===== src/rtl/pwm_fade_sequencer.sv =====
// pwm_fade_sequencer
// Sits between the SPI duty register and the PWM peripheral. A new duty target
// is either applied at once or reached by ramping duty_out_o in fixed steps at a
// programmable rate, giving soft-start and fade behaviour.
//
// Build option: define PWM_FADE_SEQUENCER_EN to include the ramp engine.
// Without it every accepted target is applied immediately, the fade controls
// are ignored and busy_o is tied low.
module pwm_fade_sequencer #(
  parameter int PERIOD_W = 16
) (
  input  logic                clk_i,
  input  logic                rst_i,
  input  logic [7:0]          target_duty_i,
  input  logic                target_valid_i,
  input  logic [7:0]          step_size_i,
  input  logic [PERIOD_W-1:0] step_period_i,
  input  logic                fade_en_i,
  output logic [7:0]          duty_out_o,
  output logic                busy_o,
  output logic                done_o
);

`ifdef PWM_FADE_SEQUENCER_EN

  typedef enum logic [1:0] {
    IDLE,
    RAMP_UP,
    RAMP_DOWN
  } state_e;

  state_e              state_q, state_d;
  logic [7:0]          tgt_q, tgt_d;
  logic [7:0]          stp_q, stp_d;
  logic [PERIOD_W-1:0] per_q, per_d;
  logic [PERIOD_W-1:0] tick_q, tick_d;
  logic [7:0]          duty_q, duty_d;
  logic                done_q, done_d;

  logic [7:0]          eff_step;
  logic [PERIOD_W-1:0] eff_period;
  logic [8:0]          up_sum;
  logic [8:0]          dn_diff;
  logic [7:0]          up_next;
  logic [7:0]          dn_next;
  logic                step_now;

  // Zero step size or period would stall the ramp, so both are promoted to 1.
  always_comb begin
    eff_step   = (step_size_i == 8'd0) ? 8'd1 : step_size_i;
    eff_period = (step_period_i == '0) ? PERIOD_W'(1) : step_period_i;
  end

  // Candidate next duty values, 9-bit so a step can never wrap, clamped to tgt.
  always_comb begin
    up_sum   = {1'b0, duty_q} + {1'b0, stp_q};
    dn_diff  = {1'b0, duty_q} - {1'b0, stp_q};
    up_next  = (up_sum > {1'b0, tgt_q}) ? tgt_q : up_sum[7:0];
    dn_next  = (dn_diff[8] || (dn_diff[7:0] < tgt_q)) ? tgt_q : dn_diff[7:0];
    step_now = (tick_q == (per_q - PERIOD_W'(1)));
  end

  // Accept/dispatch and ramp stepping; an accept always overrides a step.
  always_comb begin
    state_d = state_q;
    tgt_d   = tgt_q;
    stp_d   = stp_q;
    per_d   = per_q;
    tick_d  = tick_q;
    duty_d  = duty_q;
    done_d  = 1'b0;

    if (target_valid_i) begin
      tgt_d  = target_duty_i;
      stp_d  = eff_step;
      per_d  = eff_period;
      tick_d = '0;
      if (!fade_en_i || (target_duty_i == duty_q)) begin
        duty_d  = target_duty_i;
        done_d  = 1'b1;
        state_d = IDLE;
      end else if (target_duty_i > duty_q) begin
        state_d = RAMP_UP;
      end else begin
        state_d = RAMP_DOWN;
      end
    end else begin
      case (state_q)
        RAMP_UP: begin
          if (step_now) begin
            tick_d = '0;
            duty_d = up_next;
            if (up_next == tgt_q) begin
              state_d = IDLE;
              done_d  = 1'b1;
            end
          end else begin
            tick_d = tick_q + PERIOD_W'(1);
          end
        end
        RAMP_DOWN: begin
          if (step_now) begin
            tick_d = '0;
            duty_d = dn_next;
            if (dn_next == tgt_q) begin
              state_d = IDLE;
              done_d  = 1'b1;
            end
          end else begin
            tick_d = tick_q + PERIOD_W'(1);
          end
        end
        default: begin
        end
      endcase
    end
  end

  // State and datapath registers with synchronous reset.
  always_ff @(posedge clk_i) begin
    if (rst_i) begin
      state_q <= IDLE;
      tgt_q   <= 8'd0;
      stp_q   <= 8'd1;
      per_q   <= PERIOD_W'(1);
      tick_q  <= '0;
      duty_q  <= 8'd0;
      done_q  <= 1'b0;
    end else begin
      state_q <= state_d;
      tgt_q   <= tgt_d;
      stp_q   <= stp_d;
      per_q   <= per_d;
      tick_q  <= tick_d;
      duty_q  <= duty_d;
      done_q  <= done_d;
    end
  end

  assign duty_out_o = duty_q;
  assign busy_o     = (state_q != IDLE);
  assign done_o     = done_q;

`else

  logic [7:0] duty_q, duty_d;
  logic       done_q, done_d;
  logic       unused_cfg;

  // The fade controls have no effect in this build.
  assign unused_cfg = ^{fade_en_i, step_size_i, step_period_i};

  // Every accepted target is applied directly with a done pulse.
  always_comb begin
    duty_d = duty_q;
    done_d = 1'b0;
    if (target_valid_i) begin
      duty_d = target_duty_i;
      done_d = 1'b1;
    end
  end

  // Output registers with synchronous reset.
  always_ff @(posedge clk_i) begin
    if (rst_i) begin
      duty_q <= 8'd0;
      done_q <= 1'b0;
    end else begin
      duty_q <= duty_d;
      done_q <= done_d;
    end
  end

  assign duty_out_o = duty_q;
  assign busy_o     = 1'b0;
  assign done_o     = done_q;

`endif

endmodule

===== config.mk =====
export PLATFORM = sky130hd
export DESIGN_NAME = pwm_fade_sequencer
export DESIGN_NICKNAME = d
export VERILOG_FILES = /design/src/rtl/pwm_fade_sequencer.sv
export SDC_FILE = /design/constraint.sdc
export NUM_CORES = 1
export LEC_CHECK = 0
export BUFFER_PORTS_ARGS = -buffer_cell sky130_fd_sc_hd__buf_2
export CAP_MARGIN = 20
export CORE_AREA = 2 2 39 41
export CTS_BUF_LIST = sky130_fd_sc_hd__clkbuf_8
export DETAILED_ROUTE_END_ITERATION = 8
export DIE_AREA = 0 0 41 43
export PLACE_DENSITY_LB_ADDON = 0.12
export SYNTH_ARGS = -nofsm -noshare
export SYNTH_HDL_FRONTEND = slang
export SYNTH_SLANG_ARGS = --single-unit
export TNS_END_PERCENT = 30

===== constraint.sdc =====
create_clock -name clk_i -period 1.1 [get_ports clk_i]
set_clock_uncertainty 0.1 [all_clocks]
set_input_delay 0.11 -clock clk_i [delete_from_list [all_inputs] [get_ports clk_i]]
set_output_delay 0.11 -clock clk_i [all_outputs]
set_load 0.01 [all_outputs]

==> impl_metrics.json <==
{
  "timing_max_transition_violations_final": 0,
  "postSynthRegisterBits": 9,
  "worstPathRequired_ns": 0.89,
  "grt_setup_unrepaired": "no",
  "detail-route-antenna-nets": 0,
  "powerDensity_nw_per_um2": 1750,
  "global_route.usage.total_pct": 8.82,
  "htree_levels": 1,
  "ctsRootBufferMaster": "sky130_fd_sc_hd__clkbuf_8",
  "worstPathArrival_ns": 0.68,
  "global_route_wire_length_before_repair_um": 945,
  "via_count_of_the_first_global_routing_pass": 235,
  "total_overflow_reported_by_the_global_router": 0,
  "crit_path_buffers_inverters": 1,
  "worst-setup-path-type": "register to output port",
  "timing.final.setup_violations": 0,
  "regToRegStartpoint": "duty_out_o[4]",
  "mostFrequentLayoutCells": "19 x sky130_fd_sc_hd__buf_2, 9 x sky130_fd_sc_hd__dfxtp_1, 8 x sky130_fd_sc_hd__mux2i_1, 8 x sky130_fd_sc_hd__nor2_1, 3 x sky130_fd_sc_hd__clkbuf_8",
  "drcViolationCount": 0,
  "timing.hold.worst_path_depth": 3,
  "fin_crit_sh_pct": 80.9,
  "hold_path.startpoint": "target_duty_i[7]",
  "timing.setup.tns_ns": 0,
  "timing.critical_path.depth": 1,
  "share_of_the_synthesized_netlist_area_taken_by_xor_and_xnor_gates_pct": 0,
  "cp_slowest_cell": "sky130_fd_sc_hd__dfxtp_1",
  "num-nets-final": 87,
  "cellLeakagePower_nw": 0.253,
  "depth_of_the_most_critical_reg_to_reg_path": 2,
  "crit-reg2reg-capture": "duty_out_o[4]",
  "total_number_of_clock_tree_sinks": 9,
  "vdd_ir_drop_max_mv": 0.511,
  "chipHeight_um": 43,
  "syn-instance-count": 30,
  "floorplan.die_area_sq_um": 1760,
  "chipWidth_um": 41,
  "n_antenna_cell": 0,
  "placeableCoreArea_sq_um": 1380,
  "drive_above_1_share_pct": 44.0,
  "drt_first_iter_violations": 0,
  "cts.repair.resized": 0,
  "tritoncts_clock_tree": "done",
  "cp_max_fo": 2,
  "vias": 265,
  "layout-area-overhead-vs-synth_pct": 42.1,
  "whs_ns": 0.0180,
  "post_cts_buffers": 0,
  "finalWorstPathRequiredPeriod_ns": 0.890,
  "wl_um": 665,
  "drt_pre_antenna_iters": 1,
  "crit_path_start_kind": "register",
  "gp_routability_congestion": 0.496,
  "synth-simple-area-share_pct": 11.2,
  "cap_viol_max_count": 0,
  "cts-buffers-inserted": 3,
  "most_common_cell_after_layout_fill_and_taps_aside": "sky130_fd_sc_hd__buf_2",
  "buffer_ports.inserted": 19,
  "syn-num-nets": 66,
  "synth.area.mux_share_pct": 24.7,
  "timing.critical_path.max_delay_family": "flip-flops",
  "r2r_slack_ns": 0.41,
  "clock_transition_time_at_the_flip_flop_clock_pins_of_the_worst_setup_and_hold_paths_ns": 0.05,
  "synth.avg_cell_area_sq_um": 10.8,
  "run_status": "completed",
  "maximum_number_of_pins_on_one_net_before_global_route_repair": 10,
  "synthesis.yosys.warnings": 0,
  "antenna_found_initial": 0,
  "initial_core_util_pct": 23.4,
  "number_of_library_cell_types_mapped_by_synthesis": 8,
  "routedWlPerCell_um": 10.1,
  "viasPerCell": 4.02,
  "clk_latency_ns": 0.23,
  "hold_viol_final": 0,
  "clk_path_buf_depth": 2,
  "synth-compound-area-share_pct": 0,
  "boundaryPins": 46,
  "critical-path-max-stage-delay_ns": 0.32,
  "hold_fix_buffer_count_after_cts": 0,
  "synth.cell_area_sq_um": 324,
  "setup.worst_path.end_class": "output port",
  "synth_top_family_by_area": "multiplexers",
  "maxClockFrequency_ghz": 1.12,
  "min_to": "duty_out_o[7]",
  "synthAdderAreaFrac_pct": 0,
  "placement_rows": 14,
  "yosysSeqAreaShare_pct": 55.6,
  "hold_path_class": "input port to register",
  "worstPathCellList": "buf_2"
}
==> metal layers <==
layer | vias to the layer above | part of all wire, % | track usage [%]
li1 | 135 | - | -
met3 | 0 | 7.7 | 4.71
met5 | - | 0 | 0
met4 | 0 | 0 | 8.00
met1 | 118 | 41 | 8.95
met2 | 12 | 51 | 12.2
==> cells by family after synthesis <==
kind of cell,after synthesis
flops,9
buf+inv,3
simple gates,9
mux,8
other cells,1
==> worst register-to-register path, stage by stage (launching register included) <==
cell	delay [ns]
sky130_fd_sc_hd__dfxtp_1	0.30
sky130_fd_sc_hd__mux2i_1	0.13
sky130_fd_sc_hd__nor2_1	0.05
==> synthesized netlist by cell type, drive strengths merged <==
cell type / n / area share [%]
mux2i: 8 / 25
clkbuf: 1 / 1.5
conb: 1 / 1.2
nor2: 8 / 9.3
nor2b: 1 / 1.9
buf: 2 / 5.8
dfxtp: 9 / 56
==> worst max path at each step <==
stage                               from             to  slack (ns)
after floorplan            duty_out_o[0]  duty_out_o[0]        0.41
after global placement    target_valid_i  duty_out_o[7]        0.27
after detailed placement  target_valid_i  duty_out_o[4]        0.24
after CTS                  duty_out_o[5]  duty_out_o[5]        0.19
after global routing       duty_out_o[0]  duty_out_o[0]        0.17
final                      duty_out_o[7]  duty_out_o[7]        0.21
==> report_power, final <==
group / switching [mW] / internal [mW] / total, mW / leakage, nW
clock network: 0.126 / 0.243 / 0.369 / 0.0269
logic: 0.0422 / 0.0426 / 0.0847 / 0.152
registers: 0.00767 / 0.347 / 0.354 / 0.0744
==> flip-flops by register name (all words and copies together), names as in the netlist <==
name	flops
duty_out_o	8
done_o	1
==> cell type report <==
type | instances | area, sq um
Timing Repair Buffer | 19 | 95.1
Tap cell | 16 | 20.0
Clock inverter | 1 | 3.75
Fill cell | 159 | 923
Multi-Input combinational cell | 18 | 120
Clock buffer | 3 | 41.3
Sequential cell | 9 | 180
==> per-stage QoR <==
stage                     cells  area, sq um  power, mW  worst slack [ns]  utilization, %
final                        66          460      0.808             0.210            33.3
after detailed placement     62          415      0.447             0.239            30.0
after global routing         66          460      0.868             0.166            33.3
after global placement       62          415      0.444             0.271            30.0
after CTS                    66          460      0.833             0.192            33.3
after floorplan              30          324      0.414             0.407               -
Note: power is estimated with default switching activity, not from simulation.
